==> config.mk <==
export PLATFORM = sky130hd
export DESIGN_NAME = mini_src_control_unit_flat
export DESIGN_NICKNAME = d
export VERILOG_FILES = /design/src/rtl/mini_src_control_unit_if.sv /design/src/rtl/mini_src_control_unit.sv /design/src/flat_wrapper.sv
export SDC_FILE = /design/constraint.sdc
export NUM_CORES = 1
export LEC_CHECK = 0
export BUFFER_PORTS_ARGS = -buffer_cell sky130_fd_sc_hd__clkbuf_2
export CORE_MARGIN = 2
export CORE_UTILIZATION = 36
export DETAILED_ROUTE_END_ITERATION = 7
export PLACE_DENSITY = 0.74
export SYNTH_ARGS = -nofsm -noshare
export SYNTH_HDL_FRONTEND = slang
export SYNTH_SLANG_ARGS = --single-unit
==> constraint.sdc <==
create_clock -name clk -period 2.15 [get_ports clk]
set_input_delay 0.215 -clock clk [delete_from_list [all_inputs] [get_ports clk]]
set_output_delay 0.215 -clock clk [all_outputs]
set_load 0.01 [all_outputs]
==> src/rtl/mini_src_control_unit_if.sv <==
// Strobe bundle between the Mini SRC control sequencer (master) and the datapath (slave).
interface mini_src_control_unit_if;
    logic [31:0] ir;
    logic        con_ff;
    logic        stop;
    logic [9:0]  drive_sel;
    logic [11:0] load_en;
    logic [2:0]  gr;
    logic        IncPC;
    logic        Read;
    logic        Write;
    logic        run;

    modport master (
        input  ir, con_ff, stop,
        output drive_sel, load_en, gr, IncPC, Read, Write, run
    );

    modport slave (
        output ir, con_ff, stop,
        input  drive_sel, load_en, gr, IncPC, Read, Write, run
    );
endinterface

==> src/rtl/mini_src_control_unit.sv <==
// Mini SRC hardwired Moore sequencer; CTRL_ILLEGAL_HALT_EN makes jal/11011-11111 halt after fetch.
// Outputs decode combinationally from state+opcode; memory steps stretch by MEM_WAIT cycles, no other stall.
module mini_src_control_unit #(
    parameter int MEM_WAIT = 0
) (
    input logic clk,
    input logic clr,
    mini_src_control_unit_if.master ctl
);
    typedef enum logic [3:0] {
        S_RST, S_T0, S_T1, S_T2, S_T3, S_T4, S_T5, S_T6, S_T7, S_HALT
    } state_t;

    localparam int D_PC = 9, D_ZHI = 8, D_ZLO = 7, D_MDR = 6, D_HI = 5;
    localparam int D_LO = 4, D_IN = 3, D_C = 2, D_R = 1, D_BA = 0;
    localparam int L_PC = 11, L_IR = 10, L_MAR = 9, L_MDR = 8, L_Y = 7, L_ZHI = 6;
    localparam int L_ZLO = 5, L_HI = 4, L_LO = 3, L_R = 2, L_CON = 1, L_OUT = 0;
    localparam int G_A = 2, G_B = 1, G_C = 0;
    localparam logic [2:0] WAIT_LAST = 3'(MEM_WAIT);
`ifdef CTRL_ILLEGAL_HALT_EN
    localparam bit ILL_HALT = 1'b1;
`else
    localparam bit ILL_HALT = 1'b0;
`endif

    state_t      state, state_nxt;
    logic [2:0]  wait_cnt;
    logic [4:0]  op;
    logic        op_alu, op_imm, op_md, op_neg, op_ldi, op_ld, op_st, op_brx;
    logic        op_jr, op_in, op_out, op_mfhi, op_mflo, op_halt, op_ill, op_exec;
    logic        hold, wait_done, first_beat, last_step;
    logic [9:0]  ds;
    logic [11:0] le;
    logic [2:0]  grs;
    logic        inc_pc, rd, wr;
    logic        unused_ir;

    assign op        = ctl.ir[31:27];
    assign unused_ir = ^ctl.ir[26:0];
    assign op_alu    = (op >= 5'd3) && (op <= 5'd10);
    assign op_imm    = (op >= 5'd11) && (op <= 5'd13);
    assign op_md     = (op == 5'd14) || (op == 5'd15);
    assign op_neg    = (op == 5'd16) || (op == 5'd17);
    assign op_ld     = (op == 5'd0);
    assign op_ldi    = (op == 5'd1);
    assign op_st     = (op == 5'd2);
    assign op_brx    = (op == 5'd18);
    assign op_jr     = (op == 5'd19);
    assign op_in     = (op == 5'd21);
    assign op_out    = (op == 5'd22);
    assign op_mfhi   = (op == 5'd23);
    assign op_mflo   = (op == 5'd24);
    assign op_halt   = (op == 5'd26);
    assign op_ill    = (op == 5'd20) || (op >= 5'd27);
    assign op_exec   = op_alu | op_imm | op_md | op_neg | op_ld | op_ldi | op_st | op_brx
                     | op_jr | op_in | op_out | op_mfhi | op_mflo;

    // Memory steps share one counter; it is zero on entry so beat 0 is recognisable.
    assign hold       = (state == S_T1) || ((state == S_T6) && op_ld) || ((state == S_T7) && op_st);
    assign wait_done  = (wait_cnt == WAIT_LAST);
    assign first_beat = (wait_cnt == 3'd0);

    always_ff @(posedge clk) begin
        if (clr) begin
            state    <= S_RST;
            wait_cnt <= 3'd0;
        end else begin
            state    <= state_nxt;
            wait_cnt <= (hold && !wait_done) ? wait_cnt + 3'd1 : 3'd0;
        end
    end

    always_comb begin
        state_nxt = state;
        last_step = 1'b0;
        case (state)
            S_RST: state_nxt = S_T0;
            S_T0:  state_nxt = S_T1;
            S_T1:  if (wait_done) state_nxt = S_T2;
            S_T2: begin
                if (op_halt || (ILL_HALT && op_ill)) state_nxt = S_HALT;
                else if (op_exec)                   state_nxt = S_T3;
                else                                last_step = 1'b1;
            end
            S_T3: if (op_jr | op_in | op_out | op_mfhi | op_mflo) last_step = 1'b1;
                  else state_nxt = S_T4;
            S_T4: if (op_neg) last_step = 1'b1;
                  else state_nxt = S_T5;
            S_T5: if (op_alu | op_imm | op_ldi) last_step = 1'b1;
                  else state_nxt = S_T6;
            S_T6: begin
                if (op_ld)      begin if (wait_done) state_nxt = S_T7; end
                else if (op_st) state_nxt = S_T7;
                else            last_step = 1'b1;
            end
            S_T7: if (!op_st || wait_done) last_step = 1'b1;
            S_HALT: state_nxt = S_HALT;
            default: state_nxt = S_RST;
        endcase
        if (last_step) state_nxt = ctl.stop ? S_HALT : S_T0;
    end

    always_comb begin
        ds     = '0;
        le     = '0;
        grs    = '0;
        inc_pc = 1'b0;
        rd     = 1'b0;
        wr     = 1'b0;
        case (state)
            S_T0: begin ds[D_PC] = 1'b1; le[L_MAR] = 1'b1; le[L_ZLO] = 1'b1; inc_pc = 1'b1; end
            S_T1: begin
                if (first_beat) begin ds[D_ZLO] = 1'b1; le[L_PC] = 1'b1; end
                rd = 1'b1; le[L_MDR] = 1'b1;
            end
            S_T2: begin ds[D_MDR] = 1'b1; le[L_IR] = 1'b1; end
            S_T3: begin
                if (op_alu | op_imm)              begin grs[G_B] = 1'b1; ds[D_R] = 1'b1; le[L_Y] = 1'b1; end
                else if (op_md)                   begin grs[G_A] = 1'b1; ds[D_R] = 1'b1; le[L_Y] = 1'b1; end
                else if (op_neg)                  begin grs[G_B] = 1'b1; ds[D_R] = 1'b1; le[L_ZLO] = 1'b1; end
                else if (op_ldi | op_ld | op_st)  begin grs[G_B] = 1'b1; ds[D_BA] = 1'b1; le[L_Y] = 1'b1; end
                else if (op_brx)                  begin grs[G_A] = 1'b1; ds[D_R] = 1'b1; le[L_CON] = 1'b1; end
                else if (op_jr)                   begin grs[G_A] = 1'b1; ds[D_R] = 1'b1; le[L_PC] = 1'b1; end
                else if (op_in)                   begin grs[G_A] = 1'b1; ds[D_IN] = 1'b1; le[L_R] = 1'b1; end
                else if (op_out)                  begin grs[G_A] = 1'b1; ds[D_R] = 1'b1; le[L_OUT] = 1'b1; end
                else if (op_mfhi)                 begin grs[G_A] = 1'b1; ds[D_HI] = 1'b1; le[L_R] = 1'b1; end
                else if (op_mflo)                 begin grs[G_A] = 1'b1; ds[D_LO] = 1'b1; le[L_R] = 1'b1; end
            end
            S_T4: begin
                if (op_alu)                               begin grs[G_C] = 1'b1; ds[D_R] = 1'b1; le[L_ZLO] = 1'b1; end
                else if (op_imm | op_ldi | op_ld | op_st) begin ds[D_C] = 1'b1; le[L_ZLO] = 1'b1; end
                else if (op_md)  begin grs[G_B] = 1'b1; ds[D_R] = 1'b1; le[L_ZHI] = 1'b1; le[L_ZLO] = 1'b1; end
                else if (op_neg) begin grs[G_A] = 1'b1; ds[D_ZLO] = 1'b1; le[L_R] = 1'b1; end
                else if (op_brx) begin ds[D_PC] = 1'b1; le[L_Y] = 1'b1; end
            end
            S_T5: begin
                if (op_alu | op_imm | op_ldi) begin grs[G_A] = 1'b1; ds[D_ZLO] = 1'b1; le[L_R] = 1'b1; end
                else if (op_md)               begin ds[D_ZLO] = 1'b1; le[L_LO] = 1'b1; end
                else if (op_ld | op_st)       begin ds[D_ZLO] = 1'b1; le[L_MAR] = 1'b1; end
                else if (op_brx)              begin ds[D_C] = 1'b1; le[L_ZLO] = 1'b1; end
            end
            S_T6: begin
                if (op_md)       begin ds[D_ZHI] = 1'b1; le[L_HI] = 1'b1; end
                else if (op_ld)  begin rd = 1'b1; le[L_MDR] = 1'b1; end
                else if (op_st)  begin grs[G_A] = 1'b1; ds[D_R] = 1'b1; le[L_MDR] = 1'b1; end
                else if (op_brx) begin ds[D_ZLO] = 1'b1; le[L_PC] = ctl.con_ff; end
            end
            S_T7: begin
                if (op_ld)      begin grs[G_A] = 1'b1; ds[D_MDR] = 1'b1; le[L_R] = 1'b1; end
                else if (op_st) wr = 1'b1;
            end
            default: ;
        endcase
    end

    assign ctl.drive_sel = ds;
    assign ctl.load_en   = le;
    assign ctl.gr        = grs;
    assign ctl.IncPC     = inc_pc;
    assign ctl.Read      = rd;
    assign ctl.Write     = wr;
    assign ctl.run       = (state != S_RST) && (state != S_HALT);
endmodule

==> src/flat_wrapper.sv <==
// flat-port wrapper written by rule: the top's interface ports become plain ports
module mini_src_control_unit_flat 
#(
    parameter int MEM_WAIT = 0
)
  (clk, clr, ctl_ir, ctl_con_ff, ctl_stop, ctl_drive_sel, ctl_load_en, ctl_gr, ctl_IncPC, ctl_Read, ctl_Write, ctl_run);
  mini_src_control_unit_if ctl_i ();
  input logic clk;
  input logic clr;
  input wire logic [$bits(ctl_i.ir)-1:0] ctl_ir;
  input wire logic [$bits(ctl_i.con_ff)-1:0] ctl_con_ff;
  input wire logic [$bits(ctl_i.stop)-1:0] ctl_stop;
  output wire logic [$bits(ctl_i.drive_sel)-1:0] ctl_drive_sel;
  output wire logic [$bits(ctl_i.load_en)-1:0] ctl_load_en;
  output wire logic [$bits(ctl_i.gr)-1:0] ctl_gr;
  output wire logic [$bits(ctl_i.IncPC)-1:0] ctl_IncPC;
  output wire logic [$bits(ctl_i.Read)-1:0] ctl_Read;
  output wire logic [$bits(ctl_i.Write)-1:0] ctl_Write;
  output wire logic [$bits(ctl_i.run)-1:0] ctl_run;
  assign ctl_i.ir = ctl_ir;
  assign ctl_i.con_ff = ctl_con_ff;
  assign ctl_i.stop = ctl_stop;
  assign ctl_drive_sel = ctl_i.drive_sel;
  assign ctl_load_en = ctl_i.load_en;
  assign ctl_gr = ctl_i.gr;
  assign ctl_IncPC = ctl_i.IncPC;
  assign ctl_Read = ctl_i.Read;
  assign ctl_Write = ctl_i.Write;
  assign ctl_run = ctl_i.run;
  mini_src_control_unit #(.MEM_WAIT(MEM_WAIT)) u_core (.clk(clk), .clr(clr), .ctl(ctl_i));
endmodule
==> impl_results.md <==
- Max-slew headroom: a little over two thirds
- Post-Synth Simple-Gate Area: 45.6%
- Fin crit share: 95.2%
- Post-CTS Setup Inserts: 0
- Arrival time worst endpoint: 1.83 ns
- Area leader, netlist: dfxtp_1
- VDD IR max: 213 µV
- Setup-failing EPs final: 0
- Adder-Cell Fraction of Synth Area: 3.31%
- Post-Layout Cell Count: 250
- Status: finished, final reports clean
- Clock buffer count from CTS: 3
- Final hold violations: 0
- Initial antenna violation count: 0
- Die H: 59.1 µm
- Placed Cells: 246
- Synth Area in Compound Gates: 24.8%
- Syn. warnings: 0
- Yosys top cell area share: 12.8%
- Vias per std cell: 5.76
- Post-synthesis mux area share: 2.29%
- GR Overflow Total: 0
- CP required: 1.93 ns
- Total track usage: 20.2%
- Pin count of the biggest net entering global routing: 17
- #FFs+latches synth: 7
- Worst setup SP type: register
- H-Tree Level Count: 1
- Synth top cells by count: 28 x nor2_1, 13 x a21oi_1, 12 x nand2_1
- Vias in the first global route: 1256
- XOR/XNOR share of the synthesized area: ~1.6%
- CTS tree: built
- WL final: 3.40 mm
- Fin crit period: 2.05 ns
- Final #Nets: approximately 260
- Hold WC Path Type: input pin to register
- Area of the core: 0.00298 mm²
- Crit Path Category: register to output pin
- Die area: 0.00350 mm²
- Syn Nets: 211
- Slew Limit Fails: 0
- Routed Antenna Nets: 0
- Clock Sinks: 7
- Global-route wire length before repair: about 5.6 mm
- CP Capture Type: output pin
- Synth unique cells: 51
- Worst-path clk slew: 0.05 ns
- Layout area overhead: 32.1%
- Pre-Repair DR Iteration Count: 4
- Share of post-route cells with drive strength above 1: roughly a third
- Sequential fraction of the synthesis area: 12.8%
- Min Hold Slack: 0.218 ns
- Initial Util: 36.8%
- Syn Inst Count: 173
- Most frequent cell after synthesis: nor2_1
- Synth async-reset ratio: 0%
- RePlAce Congestion: 0.897
- Skew-Pair Late Insertion Delay: 0.26 ns
- Placement Rows: 20
- Setup tns final: 0 ns
- Initial DRC count: 103
- Pleak: 0.649 nW
- Avg Inst Size Synth: 6.33 µm²
- Max Fanout on Critical Path: 7
- PwrDens: ~420 mW/mm²
- Achievable Freq: 489 MHz
- Top_reg_cell synth: dfxtp_1
- Vias: 1440
- DIE WIDTH: 59.1 µm
- Cell area after synthesis: 0.00109 mm²
- DP HPWL: 2.63 mm
- Main combinational cell family by area after synthesis: simple AND/OR/NAND/NOR gates
- Area contributors post-synth: dfxtp_1 13%, nor2_1 9.6%, a21oi_1 5.9%
- Worst Max-Slew Pin Slew: 0.446 ns
- Clk buf depth: 2
- Antenna Cells: 0
- DR WL/cell: around 14 µm
- Number of max-cap violations: 0
- EDFF count, synth: 0
- Clock root buffer master: clkbuf_4
- DRC Markers: 0
- Clk_skew: 0.00420 ns
- Input/output buffers: 37
- IO Pins: 65
[routing by layer]
metal / vias to the layer above / part of all wire (%) / global-route usage [%]
li1: 710 / - / -
met1: 661 / 45 / 29.4
met2: 65 / 47 / 30.0
met3: 4 / 6.8 / 3.93
met4: 0 / 0.88 / 5.52
met5: - / 0 / 0
[timing repair]
item	4_1_cts	5_1_grt
hold endpoints to repair	0	0
hold buffers	0	0
setup endpoints to repair	3	9
gates resized for setup	1	8
pin swaps	0	0
[cells by family after synthesis]
| family | Yosys count |
|---|---|
| and+or+nand+nor | 93 |
| xor gates and xnor gates | 2 |
| adders and majority gates | 3 |
| DFF | 7 |
| buffers and inverters | 24 |
| muxes | 2 |
| AOI/OAI and AO/OA | 42 |
[registers in the layout, summed over array words and instances (netlist names)]
signal / flops
u_core.wait_cnt: 3
u_core.state: 4
[final cells by class]
| type | count | area (µm²) |
|---|---|---|
| Fill cell | 318 | 1530 |
| Multi-Input combinational cell | 142 | 885 |
| Timing Repair Buffer | 54 | 313 |
| Sequential cell | 7 | 144 |
| Tap cell | 33 | 41.3 |
| Inverter | 10 | 37.5 |
| Clock buffer | 4 | 26.3 |
[through the flow]
stage                     utilization, %  cell area, µm²  total power, mW  worst slack, ns
final                               48.6            1450            0.601            0.104
after global placement              46.4            1380            0.466            0.173
after floorplan                        -            1090            0.358            0.216
after CTS                           47.3            1410            0.596          0.00581
after global routing                48.6            1450            0.647         -0.00506
after detailed placement            46.4            1380            0.469            0.150
[where the power goes]
| group | switching, mW | internal [mW] | total (mW) |
|---|---|---|---|
| clock | 0.0517 | 0.0710 | 0.123 |
| sequential | 0.0200 | 0.141 | 0.161 |
| combinational | 0.179 | 0.138 | 0.317 |
| total | 0.251 | 0.350 | 0.601 |
[worst max-delay path, cell delays in order, from the launching register on]
cell and delay, ns:
dfxtp_1 0.36, nor2b_4 0.17, and3_1 0.20, nand3_1 0.11, or4b_2 0.59, clkbuf_2 0.15
[layout by cell type, fill, tap and decap left out, types with 4 or more instances in the layout]
| cell type | instances |
|---|---|
| nand3_1 | 8 |
| nor2b_1 | 4 |
| inv_1 | 9 |
| nor3_1 | 8 |
| clkbuf_2 | 37 |
| nand2b_1 | 6 |
| dfxtp_1 | 4 |
| o21ai_0 | 6 |
| nand2_1 | 12 |
| a21oi_1 | 13 |
| nor4_1 | 4 |
| buf_4 | 17 |
| nor2_1 | 28 |
[final timing paths]
path	from	to	slack, ns	cells past startpoint
min	clr	u_core.state[2]$_SDFFE_PP0P_	0.22	2
max reg2reg	u_core.wait_cnt[0]$_SDFF_PP0_	u_core.state[0]$_SDFFE_PP0P_	0.14	7
min reg2reg	u_core.wait_cnt[0]$_SDFF_PP0_	u_core.wait_cnt[0]$_SDFF_PP0_	0.45	1
max	u_core.state[0]$_SDFFE_PP0P_	ctl_drive_sel[1]	0.10	5
(Power assumes the default switching activity.)
